--- config.mk ---
export PLATFORM = sky130hd
export DESIGN_NAME = clock_enable_synth_flat
export DESIGN_NICKNAME = d
export VERILOG_FILES = /design/src/rtl/clock_enable_synth_if.sv /design/src/rtl/clock_enable_synth.sv /design/src/flat_wrapper.sv
export SDC_FILE = /design/constraint.sdc
export NUM_CORES = 1
export LEC_CHECK = 0
export ABC_AREA = 1
export BUFFER_PORTS_ARGS = -buffer_cell sky130_fd_sc_hd__buf_4
export CAP_MARGIN = 40
export CELL_PAD_IN_SITES_DETAIL_PLACEMENT = 1
export CELL_PAD_IN_SITES_GLOBAL_PLACEMENT = 2
export CORE_UTILIZATION = 25
export DETAILED_ROUTE_END_ITERATION = 16
export PLACE_DENSITY_LB_ADDON = 0.1
export SYNTH_ARGS = -nofsm -noshare
export SYNTH_HDL_FRONTEND = slang
export SYNTH_SLANG_ARGS = --single-unit
--- constraint.sdc ---
create_clock -name Clk_In -period 8.73 [get_ports Clk_In]
set_input_delay 0.4365 -clock Clk_In [delete_from_list [all_inputs] [get_ports Clk_In]]
set_output_delay 0.4365 -clock Clk_In [all_outputs]
set_load 0.01 [all_outputs]
--- src/rtl/clock_enable_synth_if.sv ---
// Config, sync and strobe bundle for clock_enable_synth.
// master drives config/sync and receives strobes; slave is the synthesiser.
interface clock_enable_synth_if #(
  parameter int NUM_CH = 4,
  parameter int ACC_W  = 16
);

  localparam int CH_W = (NUM_CH > 1) ? $clog2(NUM_CH) : 1;

  logic              Cfg_Wr;
  logic [CH_W-1:0]   Cfg_Ch;
  logic [ACC_W-1:0]  Cfg_Mult;
  logic [ACC_W-1:0]  Cfg_Div;
  logic              Sync_In;
  logic              Cfg_Err;
  logic [NUM_CH-1:0] En_Out;
  logic [NUM_CH-1:0] En_180_Out;
  logic [NUM_CH-1:0] Locked;

  modport master (
    output Cfg_Wr, Cfg_Ch, Cfg_Mult, Cfg_Div, Sync_In,
    input  Cfg_Err, En_Out, En_180_Out, Locked
  );

  modport slave (
    input  Cfg_Wr, Cfg_Ch, Cfg_Mult, Cfg_Div, Sync_In,
    output Cfg_Err, En_Out, En_180_Out, Locked
  );

endinterface

--- src/rtl/clock_enable_synth.sv ---
// Multi-channel fractional (Bresenham) clock-enable synthesiser, rate = Clk_In * M / D.
// Define CLKEN_PHASE180_EN to build the per-channel half-period (180 degree) strobe.
module clock_enable_synth #(
  parameter int NUM_CH       = 4,
  parameter int ACC_W        = 16,
  parameter int LOCK_STROBES = 4
) (
  input logic                 Clk_In,
  input logic                 Reset_N,
  clock_enable_synth_if.slave bus
);

  localparam int              CNT_W    = 8;
  localparam logic [CNT_W-1:0] LOCK_MAX = CNT_W'(LOCK_STROBES);

  typedef logic [ACC_W-1:0] acc_t;
  typedef logic [ACC_W:0]   sum_t;

  logic              wr_bad;
  logic              wr_ok;
  logic              err_q;
  logic [NUM_CH-1:0] main_vec;
  logic [NUM_CH-1:0] half_vec;
  logic [NUM_CH-1:0] lock_vec;

  // A ratio is only legal when 0 < M <= D and the channel exists.
  always_comb begin
    wr_bad = (bus.Cfg_Div == '0) || (bus.Cfg_Mult == '0) ||
             (bus.Cfg_Mult > bus.Cfg_Div) || (int'(bus.Cfg_Ch) >= NUM_CH);
    wr_ok  = bus.Cfg_Wr && !wr_bad;
  end

  always_ff @(posedge Clk_In or negedge Reset_N) begin
    if (!Reset_N) begin
      err_q <= 1'b0;
    end else begin
      err_q <= bus.Cfg_Wr && wr_bad;
    end
  end

  for (genvar c = 0; c < NUM_CH; c++) begin : g_ch
    acc_t             act_m;
    acc_t             act_d;
    acc_t             sh_m;
    acc_t             sh_d;
    acc_t             phase;
    logic             pending;
    logic [CNT_W-1:0] lock_cnt;
    logic             main_q;
    logic             enabled;
    logic             sel;
    logic             main_hit;
    logic             apply;
    sum_t             sum;

    // Apply waits for a strobe so the running period always completes cleanly.
    always_comb begin
      enabled  = (act_d != '0);
      sel      = wr_ok && (int'(bus.Cfg_Ch) == c);
      sum      = {1'b0, phase} + {1'b0, act_m};
      main_hit = enabled && !bus.Sync_In && (sum >= {1'b0, act_d});
      apply    = pending && (bus.Sync_In || !enabled || main_hit);
    end

    always_ff @(posedge Clk_In or negedge Reset_N) begin
      if (!Reset_N) begin
        act_m    <= '0;
        act_d    <= '0;
        sh_m     <= '0;
        sh_d     <= '0;
        phase    <= '0;
        pending  <= 1'b0;
        lock_cnt <= '0;
        main_q   <= 1'b0;
      end else begin
        main_q <= main_hit;

        if (apply) begin
          act_m    <= sh_m;
          act_d    <= sh_d;
          phase    <= '0;
          lock_cnt <= '0;
        end else if (enabled && bus.Sync_In) begin
          phase    <= '0;
          lock_cnt <= '0;
        end else if (enabled) begin
          phase <= main_hit ? acc_t'(sum - {1'b0, act_d}) : acc_t'(sum);
          if (main_hit && (lock_cnt != LOCK_MAX)) begin
            lock_cnt <= lock_cnt + 1'b1;
          end
        end

        // A write landing on its own apply edge re-arms pending with the newer ratio.
        if (sel) begin
          sh_m    <= bus.Cfg_Mult;
          sh_d    <= bus.Cfg_Div;
          pending <= 1'b1;
        end else if (apply) begin
          pending <= 1'b0;
        end
      end
    end

    assign main_vec[c] = main_q;
    assign lock_vec[c] = (lock_cnt == LOCK_MAX);

`ifdef CLKEN_PHASE180_EN
    acc_t half_d;
    logic half_hit;
    logic half_q;

    // Half strobe marks the accumulator crossing D/2 in either the current or next period.
    always_comb begin
      half_d   = act_d >> 1;
      half_hit = enabled && !bus.Sync_In && (half_d != '0) &&
                 (((phase < half_d) && (sum >= {1'b0, half_d})) ||
                  (sum >= ({1'b0, act_d} + {1'b0, half_d})));
    end

    always_ff @(posedge Clk_In or negedge Reset_N) begin
      if (!Reset_N) begin
        half_q <= 1'b0;
      end else begin
        half_q <= half_hit;
      end
    end

    assign half_vec[c] = half_q;
`else
    assign half_vec[c] = 1'b0;
`endif
  end

  assign bus.Cfg_Err    = err_q;
  assign bus.En_Out     = main_vec;
  assign bus.En_180_Out = half_vec;
  assign bus.Locked     = lock_vec;

endmodule

--- src/flat_wrapper.sv ---
// flat-port wrapper written by rule: the top's interface ports become plain ports
module clock_enable_synth_flat 
#(
  parameter int NUM_CH       = 4,
  parameter int ACC_W        = 16,
  parameter int LOCK_STROBES = 4
)
  (Clk_In, Reset_N, bus_Cfg_Wr, bus_Cfg_Ch, bus_Cfg_Mult, bus_Cfg_Div, bus_Sync_In, bus_Cfg_Err, bus_En_Out, bus_En_180_Out, bus_Locked);
  clock_enable_synth_if #(.NUM_CH(NUM_CH), .ACC_W(ACC_W)) bus_i ();
  input logic Clk_In;
  input logic Reset_N;
  input wire logic [$bits(bus_i.Cfg_Wr)-1:0] bus_Cfg_Wr;
  input wire logic [$bits(bus_i.Cfg_Ch)-1:0] bus_Cfg_Ch;
  input wire logic [$bits(bus_i.Cfg_Mult)-1:0] bus_Cfg_Mult;
  input wire logic [$bits(bus_i.Cfg_Div)-1:0] bus_Cfg_Div;
  input wire logic [$bits(bus_i.Sync_In)-1:0] bus_Sync_In;
  output wire logic [$bits(bus_i.Cfg_Err)-1:0] bus_Cfg_Err;
  output wire logic [$bits(bus_i.En_Out)-1:0] bus_En_Out;
  output wire logic [$bits(bus_i.En_180_Out)-1:0] bus_En_180_Out;
  output wire logic [$bits(bus_i.Locked)-1:0] bus_Locked;
  assign bus_i.Cfg_Wr = bus_Cfg_Wr;
  assign bus_i.Cfg_Ch = bus_Cfg_Ch;
  assign bus_i.Cfg_Mult = bus_Cfg_Mult;
  assign bus_i.Cfg_Div = bus_Cfg_Div;
  assign bus_i.Sync_In = bus_Sync_In;
  assign bus_Cfg_Err = bus_i.Cfg_Err;
  assign bus_En_Out = bus_i.En_Out;
  assign bus_En_180_Out = bus_i.En_180_Out;
  assign bus_Locked = bus_i.Locked;
  clock_enable_synth #(.NUM_CH(NUM_CH), .ACC_W(ACC_W), .LOCK_STROBES(LOCK_STROBES)) u_core (.Clk_In(Clk_In), .Reset_N(Reset_N), .bus(bus_i));
endmodule
Word level (Yosys, flattened, before mapping)
Index checks and enable logic that the tools add are counted.
Widths: inputs -> output; s select.
{"block": "totals", "reg_bits": 361, "output_inout_bits": 13, "wordCells": 166}
{"block": "classes", "add_sub_neg": 12, "order_cmp": 5, "eq_ne": 11, "n_mux": 40, "n_reduce_logical": 65}
{"operator": "$mux 16", "count": 16}
{"operator": "$mux 8", "count": 16}
{"operator": "$add 16x16->17", "count": 4}
{"operator": "$ge 17x16->1", "count": 4}
{"operator": "$reduce_bool 16->1", "count": 4}
{"operator": "$sub 16x16->16", "count": 4}
{"operator": "$add 8x1->8 const B", "count": 4}
{"operator": "$eq 8x3->1 const B", "count": 4}
{"operator": "$logic_not 16->1", "count": 2}
{"operator": "$ne 8x3->1 const B", "count": 4}
{"operator": "$logic_and 1x1->1", "count": 26}
{"operator": "$reduce_bool 3->1", "count": 8}
{"operator": "$gt 16x16->1", "count": 1}
{"operator": "$logic_or 1x1->1", "count": 10}
{"operator": "$mux 1", "count": 8}
{"operator": "$reduce_and 2->1", "count": 4}
{"operator": "$reduce_bool 2->1", "count": 4}
{"operator": "$logic_not 1->1", "count": 6}
{"operator": "$eq 2x2->1 const B", "count": 2}
{"operator": "$eq 2x1->1 const B", "count": 1}
{"operator": "$logic_not 2->1", "count": 1}

Longest topological paths before layout
{"block": "depth", "word_depth": 8, "depth_mapped": 28, "depth_no_buf": 27}

Least setup slack after synthesis
OpenSTA, ideal clock, no wires.
{"block": "synth_path", "path_kind": "reg-to-reg", "start": "reg u_core.g_ch[3].phase[0]", "end": "reg u_core.g_ch[3].act_d[0]", "arrival_time_ns": 3.118, "required_ns": 8.614, "slack_ns": 5.496, "stages_incl_launch_ff": 26, "synth_period_minus_slack_ns": 3.234, "cell_sequence": "dfrtp_1 -> ha_1 -> inv_1 -> fa_1 -> nand3b_1 -> nand2_1 -> nand2_1 -> nand2_1 -> nand2_1 -> nor2_1 -> nor2_1 -> nand2_1 -> nand2_1 -> ha_1 -> nand2_1 -> nor2_1 -> a21oi_1 -> nand2_2 -> nand2_2 -> nand3_2 -> nand2_2 -> inv_2 -> buf_6 -> buf_12 -> nand2_2 -> nand2_1"}
{"block": "synth_via", "elab_chain_len": 5}
{"item": "from (decl)", "line": "clock_enable_synth.sv:46", "text": "acc_t phase;"}
{"item": "from (signal assigned)", "line": "clock_enable_synth.sv:87", "text": "phase <= main_hit ? acc_t'(sum - {1'b0, act_d}) : acc_t'(sum);"}
{"item": "$add 16x16->17", "line": "clock_enable_synth.sv:60", "text": "sum = {1'b0, phase} + {1'b0, act_m};"}
{"item": "$ge 17x16->1", "line": "clock_enable_synth.sv:61", "text": "main_hit = enabled && !bus.Sync_In && (sum >= {1'b0, act_d});"}
{"item": "$logic_and 1x1->1", "line": "clock_enable_synth.sv:61"}
{"item": "$logic_or 1x1->1", "line": "clock_enable_synth.sv:62", "text": "apply = pending && (bus.Sync_In || !enabled || main_hit);"}
{"item": "$logic_and 1x1->1", "line": "clock_enable_synth.sv:62"}
{"item": "to (signal assigned)", "line": "clock_enable_synth.sv:68", "text": "act_d <= '0;"}
{"item": "to (signal assigned)", "line": "clock_enable_synth.sv:80", "text": "act_d <= sh_d;"}
{"item": "to (decl)", "line": "clock_enable_synth.sv:43", "text": "acc_t act_d;"}
Every way passes these cells.
A chain may end at the register's enable or synchronous reset.

Worst setup path after layout
{"block": "layout_path", "start": "reg u_core.g_ch[0].act_m[0]", "end": "reg u_core.g_ch[0].act_d[11]"}
{"block": "layout_via", "elab_chain_len": 5}
{"item": "from (decl)", "line": "clock_enable_synth.sv:42", "text": "acc_t act_m;"}
{"item": "from (signal assigned)", "line": "clock_enable_synth.sv:79", "text": "act_m <= sh_m;"}
{"item": "$add 16x16->17", "line": "clock_enable_synth.sv:60"}
{"item": "$ge 17x16->1", "line": "clock_enable_synth.sv:61"}
{"item": "$logic_and 1x1->1", "line": "clock_enable_synth.sv:61"}
{"item": "$logic_or 1x1->1", "line": "clock_enable_synth.sv:62"}
{"item": "$logic_and 1x1->1", "line": "clock_enable_synth.sv:62"}
{"item": "to (signal assigned)", "line": "clock_enable_synth.sv:68"}
{"item": "to (signal assigned)", "line": "clock_enable_synth.sv:80"}
{"item": "to (decl)", "line": "clock_enable_synth.sv:43"}
Every way passes these cells.

==> impl_metrics.tcl <==
set metrics [dict create \
    status "completed" \
    p_total_w 0.0123 \
    fin_nets 3210 \
    grt_pass1_vias 20900 \
    cts_tree "done" \
    cts_buffers 47 \
    worst_slew_pin_slew_ps 1050 \
    gr-usage-all-layers_pct 17.4 \
    initial_utilization_pct 25.4 \
    regToRegSetupSlack_ps 4040 \
    fillerInstances 10800 \
    synth_seq_cells 361 \
    grt_pass1_wl_mm 126 \
    coreArea_um2 90400 \
    worstPathCellList "ha_1, inv_1, fa_1, nand3b_1, nand2_1, a21oi_1, o21ai_0, xor2_1, ha_1, nand2_1, nor2_1, and2_1, nand2_1, nand2_1, nand2_2, nand4_2, nand2_2, buf_4, inv_2, nand2_1, o21ai_2" \
    synth_warnings 0 \
    path_buf_inv 3 \
    grt_max_degree 155 \
    syn2layout_area_growth_pct 12.3 \
    hold_path.class "in2reg" \
    synthCells 2993 \
    power.leakage_nw 13.2 \
    critPathMaxStageDelay_ps 490 \
    layout-drive-gt1-share_pct 8.60 \
    post-route-min-period_ps 4690 \
    crit_required_ps 9170 \
    cts_resized 0 \
    io_pins 51 \
    port-buffer-count 46 \
    cp.arrival_ps 5140 \
    vias_per_cell 4.66 \
    maxSlewViolCount 0 \
    htreeDepth 2 \
    die_area_um2 93100 \
    power_frac_seq_pct 21.0 \
    slew_headroom_pct 29.9 \
    whs_ps 148 \
    synth_top_area_share_pct 39.3 \
    combPwrFrac_pct 63.6 \
    clock-root-buffer "clkbuf_16" \
    die_w_um 305 \
    rows 110 \
    fin_crit_sh_pct 53.8 \
    clk_pin_slew_ps 60 \
    setup_tns_ps 0 \
    via_count 19700 \
    place.gp.congestion 0.810 \
    clk_latency_ps 600 \
    p_switching_w 0.00628 \
    synthTopCellsByArea "dfrtp_1 (39%), nand2_1 (16%), ha_1 (8.3%), o21ai_0 (4.9%), nand3_1 (4.8%)" \
    min_delay_path_depth 2 \
    finClkSkew_ps 28.2 \
    r2r_start "u_core.g_ch[0].act_m[0]" \
    place_hpwl_mm 60.2 \
    ir_drop_uv 152 \
    clockBufferDepth 3 \
    cp_max_fo 49 \
    fp.dieH_um 305 \
    maxCapViolCount 0 \
    cellPowerDensity_nw_per_um2 476 \
    synth_seq_area_share_pct 39.3 \
    synth.avg_cell_area_um2 7.67 \
    hold_viol 0 \
    r2r_cells 21 \
    startpoint_type "flip-flop" \
    setup-violations-final 0 \
    clkPwrFrac_pct 15.5 \
    wl_per_cell_um 18.9 \
    firstDrtPassIters 7 \
    drt-initial-drc-count 1080 \
    p_int_w 0.00599 \
    synth_cell_types 48 \
    gr-total-overflow 0 \
    cp-end-kind "flip-flop" \
    yosysTopAreaCell "dfrtp_1" \
    crit_type "reg2reg" \
    max_freq_mhz 213 \
    cp_slowest_cell "inv_2" \
    rsz0062_at_grt "no" \
    postCtsSetupRepairBufs 0 \
    critPathTopFamily "simple AND/OR/NAND/NOR gates" \
    timing.rr.end "u_core.g_ch[0].act_d[11]" \
    syn_area_um2 23000 \
    wl_mm 79.9 \
    cpMostUsedCell "nand2_1" \
    antenna_found_initial 11 \
    ant_nets 0 \
    swShare_pct 51.2 \
    drc_errors 0 \
    clock-sinks 361 \
    min_from "bus_Cfg_Wr" \
    hold_path_end "u_core.bus.Cfg_Err" \
]
repair_timing:
action / 4_1_cts / 5_1_grt
endpoints found under the setup margin: 0 / 0
hold endpoints to repair: 86 / 0
hold buffers: 1 / 0
area by class of cell:
cell class / instances / area [µm²] / share of cell area, %
clock inverters: 12 / 110 / 0.427
diodes: 3 / 7.51 / 0.0291
flip-flops and latches: 361 / 9030 / 35.0
multi-input cells: 2241 / 12100 / 47.1
well taps: 1176 / 1470 / 5.71
clock buffers: 70 / 1370 / 5.33
inverters: 300 / 1130 / 4.40
repair buffers: 61 / 513 / 1.99
cells by family (layout without fill, tap and decap cells):
family | Yosys count | after routing | synth area share, %
xor gates and xnor gates | 102 | 102 | 3.89
DFF | 361 | 361 | 39.3
AOI/OAI and AO/OA | 410 | 410 | 9.89
and+or+nand+nor | 1565 | 1565 | 30.1
adders and majority gates | 160 | 160 | 8.98
other | 1 | 7 | 0.0163
buffers and inverters | 394 | 443 | 7.81
worst max-delay path by stage:
stage,start,to,slack (ps),cells past startpoint
final,u_core.g_ch[0].act_m[0],u_core.g_ch[0].act_d[11],4040,21
after global routing,u_core.g_ch[0].act_m[0],u_core.g_ch[0].act_d[11],3540,20
after CTS,u_core.g_ch[0].act_m[0],u_core.g_ch[0].act_d[11],4040,20
after detailed placement,u_core.g_ch[0].act_m[0],u_core.g_ch[0].act_d[15],4060,20
after global placement,u_core.g_ch[3].phase[0],u_core.g_ch[3].act_d[14],4160,22
after floorplan,u_core.g_ch[3].phase[0],u_core.g_ch[3].act_d[0],5500,25
registers in the layout (all words and copies together), names as in the netlist:
signal	count
u_core.g_ch.act_d	64
u_core.g_ch.act_m	64
u_core.g_ch.phase	64
u_core.g_ch.sh_d	64
u_core.g_ch.sh_m	64
u_core.g_ch.lock_cnt	32
u_core.g_ch.main_q	4
u_core.g_ch.pending	4
u_core.bus.Cfg_Err	1
cell usage after synthesis (all sizes together):
cell,number
nand2,1027
dfrtp,361
inv,300
o21ai,254
nand3,228
nor2,153
ha,152
a21oi,111
nand4,85
buf,75
xor2,60
xnor2,42
nand3b,24
nor3,23
clkbuf,19
o21bai,19
nor4,10
fa,8
a21o,7
or2,7
a31oi,6
o21a,6
a21boi,5
and2,4
nor3b,3
o211ai,2
conb,1
nand2b,1
routing by layer:
metal  GRT usage (%)  wire (µm)
met5               0          0
met4            3.66       1400
met3            2.33       3050
met2            27.2      35000
met1            25.3      40400
metrics by stage:
step                      utilization [%]  cells  cell area, µm²  worst slack (ps)
after global placement               26.8   4135           24200              4160
final                                28.5   4224           25800              4040
after global routing                 28.5   4221           25800              3540
after floorplan                         -   2996           23000              5500
after detailed placement             26.9   4138           24300              4060
after CTS                            28.5   4221           25800              4040
cell usage in the layout (no fill, tap or decap), types with 17 or more instances in the layout:
cell	count
nand2_1	960
dfrtp_1	361
inv_1	282
o21ai_0	223
nand3_1	219
ha_1	152
nor2_1	141
a21oi_1	108
nand4_1	83
nand2_2	63
xor2_1	60
buf_4	55
clkbuf_16	48
xnor2_1	42
nand3b_1	24
nor3_1	21
o21bai_1	19
o21ai_1	18
inv_2	17
power by group through the flow:
stage	Clock, W	Sequential, W	Combinational, W
final	0.00190	0.00257	0.00780
after floorplan	0	0.00247	0.00582
after CTS	0.00198	0.00258	0.00794
after detailed placement	0	0.00261	0.00789
after global placement	0	0.00260	0.00784
after global routing	0.00203	0.00264	0.00893
Note: power is estimated with default switching activity, not from simulation.
